**src/rtl/pleasure_level.sv**
```systemverilog
// Saturating pleasure-level integrator with prescaled update tick, idle decay toward a
// baseline, and a hysteretic mood classifier.
module pleasure_level #(
    parameter int unsigned WIDTH     = 8,
    parameter int unsigned BASELINE  = 128,
    parameter int unsigned TICK_DIV  = 16,
    parameter int unsigned DECAY_DIV = 8,
    parameter int unsigned STEP      = 1,
    parameter int unsigned HI_TH     = 192,
    parameter int unsigned LO_TH     = 64,
    parameter int unsigned HYST      = 8
) (
    input  logic             clk,
    input  logic             rst_n,
    input  logic             ena,
    input  logic             pleasure_inc,
    input  logic             pleasure_dec,
    output logic [WIDTH-1:0] level,
    output logic [1:0]       mood,
    output logic             changed
);

    localparam int unsigned CW = $clog2(TICK_DIV);
    localparam int unsigned IW = $clog2(DECAY_DIV + 1);

    localparam logic [WIDTH:0]   MAX_LEVEL    = {1'b0, {WIDTH{1'b1}}};
    localparam logic [WIDTH:0]   STEP_W       = (WIDTH+1)'(STEP);
    localparam logic [WIDTH-1:0] BASE         = WIDTH'(BASELINE);
    localparam logic [WIDTH-1:0] HAPPY_ENTER  = WIDTH'(HI_TH);
    localparam logic [WIDTH-1:0] HAPPY_EXIT   = WIDTH'(HI_TH - HYST);
    localparam logic [WIDTH-1:0] UNHAPPY_ENTER = WIDTH'(LO_TH);
    localparam logic [WIDTH-1:0] UNHAPPY_EXIT = WIDTH'(LO_TH + HYST);

    typedef enum logic [1:0] {
        MoodNeutral = 2'b00,
        MoodHappy   = 2'b01,
        MoodUnhappy = 2'b10
    } mood_e;

    logic [CW-1:0]    cnt_q, cnt_d;
    logic [IW-1:0]    idle_q, idle_d;
    logic [WIDTH-1:0] level_q, level_d;
    logic             pend_inc_q, pend_inc_d;
    logic             pend_dec_q, pend_dec_d;
    logic             changed_q, changed_d;
    mood_e            mood_q, mood_d;

    logic             tick;
    logic             want_inc, want_dec;
    logic [WIDTH:0]   wide_up, wide_down;

    assign tick     = ena && (cnt_q == CW'(TICK_DIV - 1));
    assign want_inc = pend_inc_q || pleasure_inc;
    assign want_dec = pend_dec_q || pleasure_dec;
    assign wide_up   = {1'b0, level_q} + STEP_W;
    // A borrow out of the extra bit marks an underflow below zero.
    assign wide_down = {1'b0, level_q} - STEP_W;

    always_comb begin
        cnt_d      = cnt_q;
        idle_d     = idle_q;
        level_d    = level_q;
        pend_inc_d = pend_inc_q || pleasure_inc;
        pend_dec_d = pend_dec_q || pleasure_dec;

        if (ena) begin
            cnt_d = tick ? '0 : cnt_q + CW'(1);
        end

        if (tick) begin
            pend_inc_d = 1'b0;
            pend_dec_d = 1'b0;
            if (want_inc && !want_dec) begin
                level_d = (wide_up > MAX_LEVEL) ? '1 : wide_up[WIDTH-1:0];
                idle_d  = '0;
            end else if (want_dec && !want_inc) begin
                level_d = wide_down[WIDTH] ? '0 : wide_down[WIDTH-1:0];
                idle_d  = '0;
            end else if (idle_q == IW'(DECAY_DIV - 1)) begin
                idle_d = '0;
                if (level_q < BASE) begin
                    level_d = level_q + WIDTH'(1);
                end else if (level_q > BASE) begin
                    level_d = level_q - WIDTH'(1);
                end
            end else begin
                idle_d = idle_q + IW'(1);
            end
        end

        changed_d = tick && (level_d != level_q);
    end

    // Mood is judged from the registered level, so it trails level by one cycle.
    always_comb begin
        mood_d = mood_q;
        unique case (mood_q)
            MoodNeutral: begin
                if (level_q >= HAPPY_ENTER) begin
                    mood_d = MoodHappy;
                end else if (level_q <= UNHAPPY_ENTER) begin
                    mood_d = MoodUnhappy;
                end
            end
            MoodHappy: begin
                if (level_q < HAPPY_EXIT) begin
                    mood_d = MoodNeutral;
                end
            end
            MoodUnhappy: begin
                if (level_q > UNHAPPY_EXIT) begin
                    mood_d = MoodNeutral;
                end
            end
            default: mood_d = MoodNeutral;
        endcase
    end

    always_ff @(posedge clk or negedge rst_n) begin
        if (!rst_n) begin
            cnt_q      <= '0;
            idle_q     <= '0;
            level_q    <= BASE;
            pend_inc_q <= 1'b0;
            pend_dec_q <= 1'b0;
            changed_q  <= 1'b0;
            mood_q     <= MoodNeutral;
        end else begin
            cnt_q      <= cnt_d;
            idle_q     <= idle_d;
            level_q    <= level_d;
            pend_inc_q <= pend_inc_d;
            pend_dec_q <= pend_dec_d;
            changed_q  <= changed_d;
            mood_q     <= mood_d;
        end
    end

    assign level   = level_q;
    assign mood    = mood_q;
    assign changed = changed_q;

endmodule

```
**config.mk**
```make
export PLATFORM = sky130hd
export DESIGN_NAME = pleasure_level
export DESIGN_NICKNAME = d
export VERILOG_FILES = /design/src/rtl/pleasure_level.sv
export SDC_FILE = /design/constraint.sdc
export NUM_CORES = 1
export LEC_CHECK = 0
export CORE_ASPECT_RATIO = 1.75
export CORE_MARGIN = 2
export CORE_UTILIZATION = 39
export CTS_BUF_LIST = sky130_fd_sc_hd__clkbuf_2 sky130_fd_sc_hd__clkbuf_4 sky130_fd_sc_hd__clkbuf_8
export DETAILED_ROUTE_END_ITERATION = 8
export HOLD_SLACK_MARGIN = 0.15
export PLACE_DENSITY = 0.54
export SLEW_MARGIN = 20
export SYNTH_ARGS = -nofsm -noshare
export SYNTH_HDL_FRONTEND = slang
export SYNTH_SLANG_ARGS = --single-unit
```
**constraint.sdc**
```tcl
create_clock -name clk -period 2.95 [get_ports clk]
set_input_delay 0.7375 -clock clk [delete_from_list [all_inputs] [get_ports clk]]
set_output_delay 0.7375 -clock clk [all_outputs]
set_load 0.05 [all_outputs]
```
==> flow_summary.ini, run 1 <==
[run_status]
outcome = finished clean

[sta]
layout_setup_ws_ns = 0.339
slew_headroom_pct = 49.6
fmax_mhz = 383
fin_skew_ns = 0.00843
finalCriticalPeriod_ns = 2.61
slew_violations = 0
setup_tns_ns = 0
worstMarginPinSlew_ns = 0.752
hold_violations = 0
setup_viol_count_final = 0
rsz0062_at_grt = no
fin_crit_sh_pct = 88.5

[global_route]
grt_pass1_wl_microns = 8270
grt_max_degree = 25
met3_usage_pct = 2.24
grt_util_all_layers_pct = 21.8
grt_busiest_layer = met2
antenna_found_initial = 0
use_met1_pct = 26.3
grtUsageMet2_pct = 36.8
grt_overflow_total = 0
first_global_vias = 1693

[placed_design]
gp_congestion = 0.921
place_inst = 276
placed_area_sq_um = 1970
io_buffers = 15
dp_hpwl_microns = 3790
preCtsSetupSlack_ns = 0.165

[final_layout]
area_growth_pct = 13.8
seq_area_sq_um = 527
multiInputGateArea_sq_um = 1130
instances_no_fill = 280
fin_util_pct = 45.9
fillers = 454
drive_above_1_share_pct = 16.6
antenna_cells = 0
nNetsFinal = 239
fin_area_sq_um = 2020

[worst_setup_path]
cp.arrival_ns = 1.87
required_ns = 2.21
cp_num_buf_inv = 1
end_kind = output pin
criticalPathCategory = register to output pin
critical-path-top-delay-family = buffers and inverters
critPathSlowestCell = clkdlybuf4s50_1
path_cells = clkdlybuf4s50_1
critical-path-max-stage-delay_ns = 0.91
cp_max_fo = 15
critPathLaunchType = register

[floorplanning]
die_area_sq_um = 5130
die_w_microns = 55.0
ios = 16
initial_core_util_pct = 40.3
row_count = 32
dieHeight_microns = 93.3
coreArea_sq_um = 4400

[synthesis]
yosys-top-cells-count = 23 x nand2_1, 20 x dfrtp_1, 17 x a21oi_1, 17 x nor2_1, 16 x o21ai_0
async_reset_ff_share_pct = 100
syn-num-nets = 221
synth_cell_type_count = 61
synth_top_area_share_pct = 28.2
syn_area_sq_um = 1780
seq_area_frac_synth_pct = 29.6
yosysWarnings = 0
yosysTopAreaCell = dfrtp_1
yosysMostFrequentCell = nand2_1
ys.flop_type = dfrtp_1
synth_area_leaders = dfrtp_1 28%, nand2_1 4.9%, a21oi_1 4.8%
syn_inst = 212
synth_edf_count = 0
avgSynthCellArea_sq_um = 8.38
ys_ff_latch = 21

[cts]
numCtsBuffers = 3
clk_pin_slew_ns = 0.09
cts_tree = built
clockBufferDepth = 2
cts_root_buf = clkbuf_8
hold_buffers = 0
clock-sinks = 21
ctsHtreeMaxLevel = 1
worstSkewPairLatency_ns = 0.27
postCtsSetupRepairBufs = 0
cts_resized = 0

[power_and_ir_drop]
powerDensity_nw_per_um2 = 713
irDropWorstVdd_mv = 0.396
power_leakage_nw = 0.735

[route]
via_count = 1752
wl_per_cell_microns = 18.3
ant_nets = 0
drc = 0
firstDrtPassIters = 4
post_drt_via_cell_ratio = 6.26
dr.first_iter.drc_count = 49
wl_microns = 5120

[job]
drv_cap = 0

[min_path]
hold_path.class = register to register
## cells in the final DEF (no fill, tap or decap), types with 2 or more instances in the layout
| cell | Yosys | layout |
|---|---|---|
| nor2_2 | 2 | 2 |
| or3_1 | 2 | 2 |
| nor2_1 | 17 | 17 |
| a21oi_1 | 17 | 17 |
| and3_4 | 2 | 2 |
| mux2i_1 | 2 | 2 |
| o32ai_1 | 4 | 4 |
| mux2_2 | 2 | 2 |
| dfrtp_1 | 20 | 20 |
| nor3_1 | 8 | 8 |
| nand2_1 | 23 | 23 |
| ha_1 | 4 | 4 |
| o21ai_1 | 4 | 4 |
| a211oi_1 | 3 | 3 |
| nand3_1 | 11 | 11 |
| nor4_2 | 2 | 2 |
| clkbuf_8 | 2 | 3 |
| or3_4 | 2 | 2 |
| nand4_1 | 3 | 3 |
| a31oi_1 | 5 | 5 |
| and3_1 | 3 | 3 |
| buf_4 | 1 | 11 |
| clkdlybuf4s50_1 | 0 | 15 |
| o21ai_0 | 16 | 16 |
| inv_1 | 5 | 5 |
| o31ai_1 | 3 | 3 |
| nor3_2 | 5 | 5 |
| o211ai_1 | 3 | 3 |
| o22ai_1 | 3 | 3 |
## layout make-up
cell class	instances	share of cell area, %
flip-flops and latches	21	26.1
inverters	5	0.928
multi-input cells	173	55.9
repair buffers	26	11.5
clock buffers	4	2.41
well taps	51	3.16
## cell families after synthesis
kind of cell	Yosys count	share of synthesized area (%)
AND/OR/NAND/NOR	89	29.4
AO/OA/AOI/OAI	74	28.0
flip-flops	21	29.6
buffers and inverters	18	6.69
multiplexers	4	2.39
adder cells (fa/ha/maj)	4	2.82
XOR/XNOR	2	0.986
## path summary, 6_finish.rpt
kind,start,endpoint,slack [ns],depth (start not counted)
worst max-delay path,level[2],level[2],0.34,1
worst min-delay path,mood[0],mood[1],0.48,1
worst max register to register,level[0],changed,0.51,8
worst min register to register,mood[0],mood[1],0.48,1
max in group asynchronous,rst_n,level[7],1.86,2
min in group asynchronous,rst_n,mood[0],0.81,2
## report_power, final
part	internal [mW]	switching, mW	total (mW)	leakage [nW]
combinational	0.282	0.487	0.769	0.452
clock	0.106	0.105	0.211	0.0262
sequential	0.372	0.0903	0.462	0.257
## sequential cells by signal, summed over array words and instances, names as in the netlist
signal	flops
pend_inc_q	1
cnt_q	4
pend_dec_q	1
changed	1
idle_q	4
mood	2
level	8
## per-layer routing
metal  up-vias  share of wire (%)
met2        52                 52
met1       838                 40
met4         0                3.9
li1        848                  -
met5         -                  0
met3        14                3.7
## stage by stage
stage               power (mW)  hold slack (ns)
floorplan                 1.03            0.442
global placement          1.22            0.446
detailed placement        1.23            0.477
CTS                       1.45            0.489
global route              1.53            0.495
finish                    1.44            0.480
Power figures use the tool's default switching activity.
==> run 2, diff against run 1 <==
CORE_MARGIN = 8   (was 2)
SLEW_MARGIN = not set   (was 20)
==> flow_summary.ini, run 2 (synthesis gave the netlist of run 1 again) <==
[run_status]
outcome = finished clean

[worst_setup_path]
critPathLaunchType = register
critical-path-max-stage-delay_ns = 0.91
required_ns = 2.21
critPathSlowestCell = clkdlybuf4s50_1
cp_num_buf_inv = 1
critical-path-top-delay-family = buffers and inverters
cp_max_fo = 15
r2r-start = level[0]
r2r_end = level[6]
ff2ff_setup_slack_ns = 0.45
r2r_cells = 8
end_kind = output pin
path_cells = clkdlybuf4s50_1
criticalPathCategory = register to output pin
cp.arrival_ns = 1.88

[route]
dr.first_iter.drc_count = 76
wl_per_cell_microns = 18.1
drc = 0
firstDrtPassIters = 4
wl_microns = 5090
post_drt_via_cell_ratio = 6.37
via_count = 1791
ant_nets = 0

[global_route]
grt_pass1_wl_microns = 8690
antenna_found_initial = 0
first_global_vias = 1805
grt_overflow_total = 0
grt_util_all_layers_pct = 15.2
grt_max_degree = 25

[placed_design]
placed_area_sq_um = 1980
io_buffers = 15
dp_hpwl_microns = 3820
gp_congestion = 1.00

[cts]
clock-sinks = 21
clk_pin_slew_ns = 0.08
postCtsSetupRepairBufs = 0
cts_root_buf = clkbuf_8
cts_resized = 0
hold_buffers = 0
numCtsBuffers = 3
ctsHtreeMaxLevel = 1
clockBufferDepth = 2
cts_tree = built
worstSkewPairLatency_ns = 0.27

[min_path]
hold_path.class = register to register
hold_depth = 1
worstHoldStart = mood[0]
holdPathEnd = mood[1]

[power_and_ir_drop]
irDropWorstVdd_mv = 0.468
post-layout-total-power_mw = 1.45
power_leakage_nw = 0.741
powerDensity_nw_per_um2 = 714

[final_layout]
largest_register_ffs = 8
nNetsFinal = 240
fillers = 474
layout_commonest_cell = nand2_1
layout_common_cells = 23 x nand2_1, 20 x dfrtp_1, 17 x nor2_1, 17 x a21oi_1, 16 x o21ai_0
antenna_cells = 0
drive_above_1_share_pct = 17.0
area_growth_pct = 14.2
fin_area_sq_um = 2030

[sta]
rsz0062_at_grt = no
setup_viol_count_final = 0
setup_tns_ns = 0
slew_violations = 0
slew_headroom_pct = 52.3
hold_violations = 0
hold_ws_ns = 0.483
fin_crit_sh_pct = 88.6
worstMarginPinSlew_ns = 0.710
fmax_mhz = 382
fin_skew_ns = 0.00280
finalCriticalPeriod_ns = 2.61

[floorplanning]
row_count = 32
die_area_sq_um = 7060
die_w_microns = 67.0
ios = 16
initial_core_util_pct = 40.3
dieHeight_microns = 105
coreArea_sq_um = 4400

[job]
drv_cap = 0
[run 2: cell types whose count changed in the layout (fill, tap and decap cells not counted), sizes merged]
cell	change
buf	+1
[run 2: worst max path at each step]
stage / cells after the start / from / to / slack [ns]
floorplan: 9 / level[1] / level[3] / 0.58
global placement: 7 / pleasure_inc / changed / 0.29
detailed placement: 7 / pleasure_inc / changed / 0.22
CTS: 1 / level[2] / level[2] / 0.33
global route: 1 / level[2] / level[2] / 0.27
finish: 1 / level[2] / level[2] / 0.34
[run 2: cell type report]
cell class                 instances  area, sq um  area share (%)
tap                               51         63.8            3.14
inverter                           5         18.8           0.925
clock buffer                       4         48.8            2.40
multi-input combinational        173         1130            55.7
sequential                        21          527            26.0
timing repair buffer              27          240            11.8
[run 2: per-layer routing]
metal / global-route usage (%) / vias to the layer above / wire (microns)
met1: 17.4 / 857 / 1940
met4: 8.12 / 0 / 166
met5: 0 / - / 0
met3: 2.12 / 17 / 272
li1: - / 849 / -
met2: 25.9 / 68 / 2710
[run 2: power breakdown]
part / internal [mW] / switching [mW] / leakage, nW / total (mW)
combinational: 0.285 / 0.494 / 0.458 / 0.778
clock: 0.106 / 0.105 / 0.0262 / 0.210
sequential: 0.372 / 0.0880 / 0.257 / 0.460
total: 0.762 / 0.686 / 0.741 / 1.45
[run 2: worst register-to-register path, delay by kind of cell, from the launching register on]
family / cells / cell delay (ns)
and+or+nand+nor: 3 / 0.99
DFF: 1 / 0.51
AOI/OAI and AO/OA: 3 / 0.48
adders and majority gates: 1 / 0.30
buffers and inverters: 1 / 0.16
[run 2: per-stage QoR]
stage | utilization, % | instances | worst slack (ns)
global route | 46.1 | 281 | 0.266
CTS | 46.1 | 281 | 0.330
floorplan | - | 212 | 0.578
detailed placement | 45.0 | 277 | 0.216
global placement | 45.0 | 277 | 0.287
finish | 46.1 | 281 | 0.335
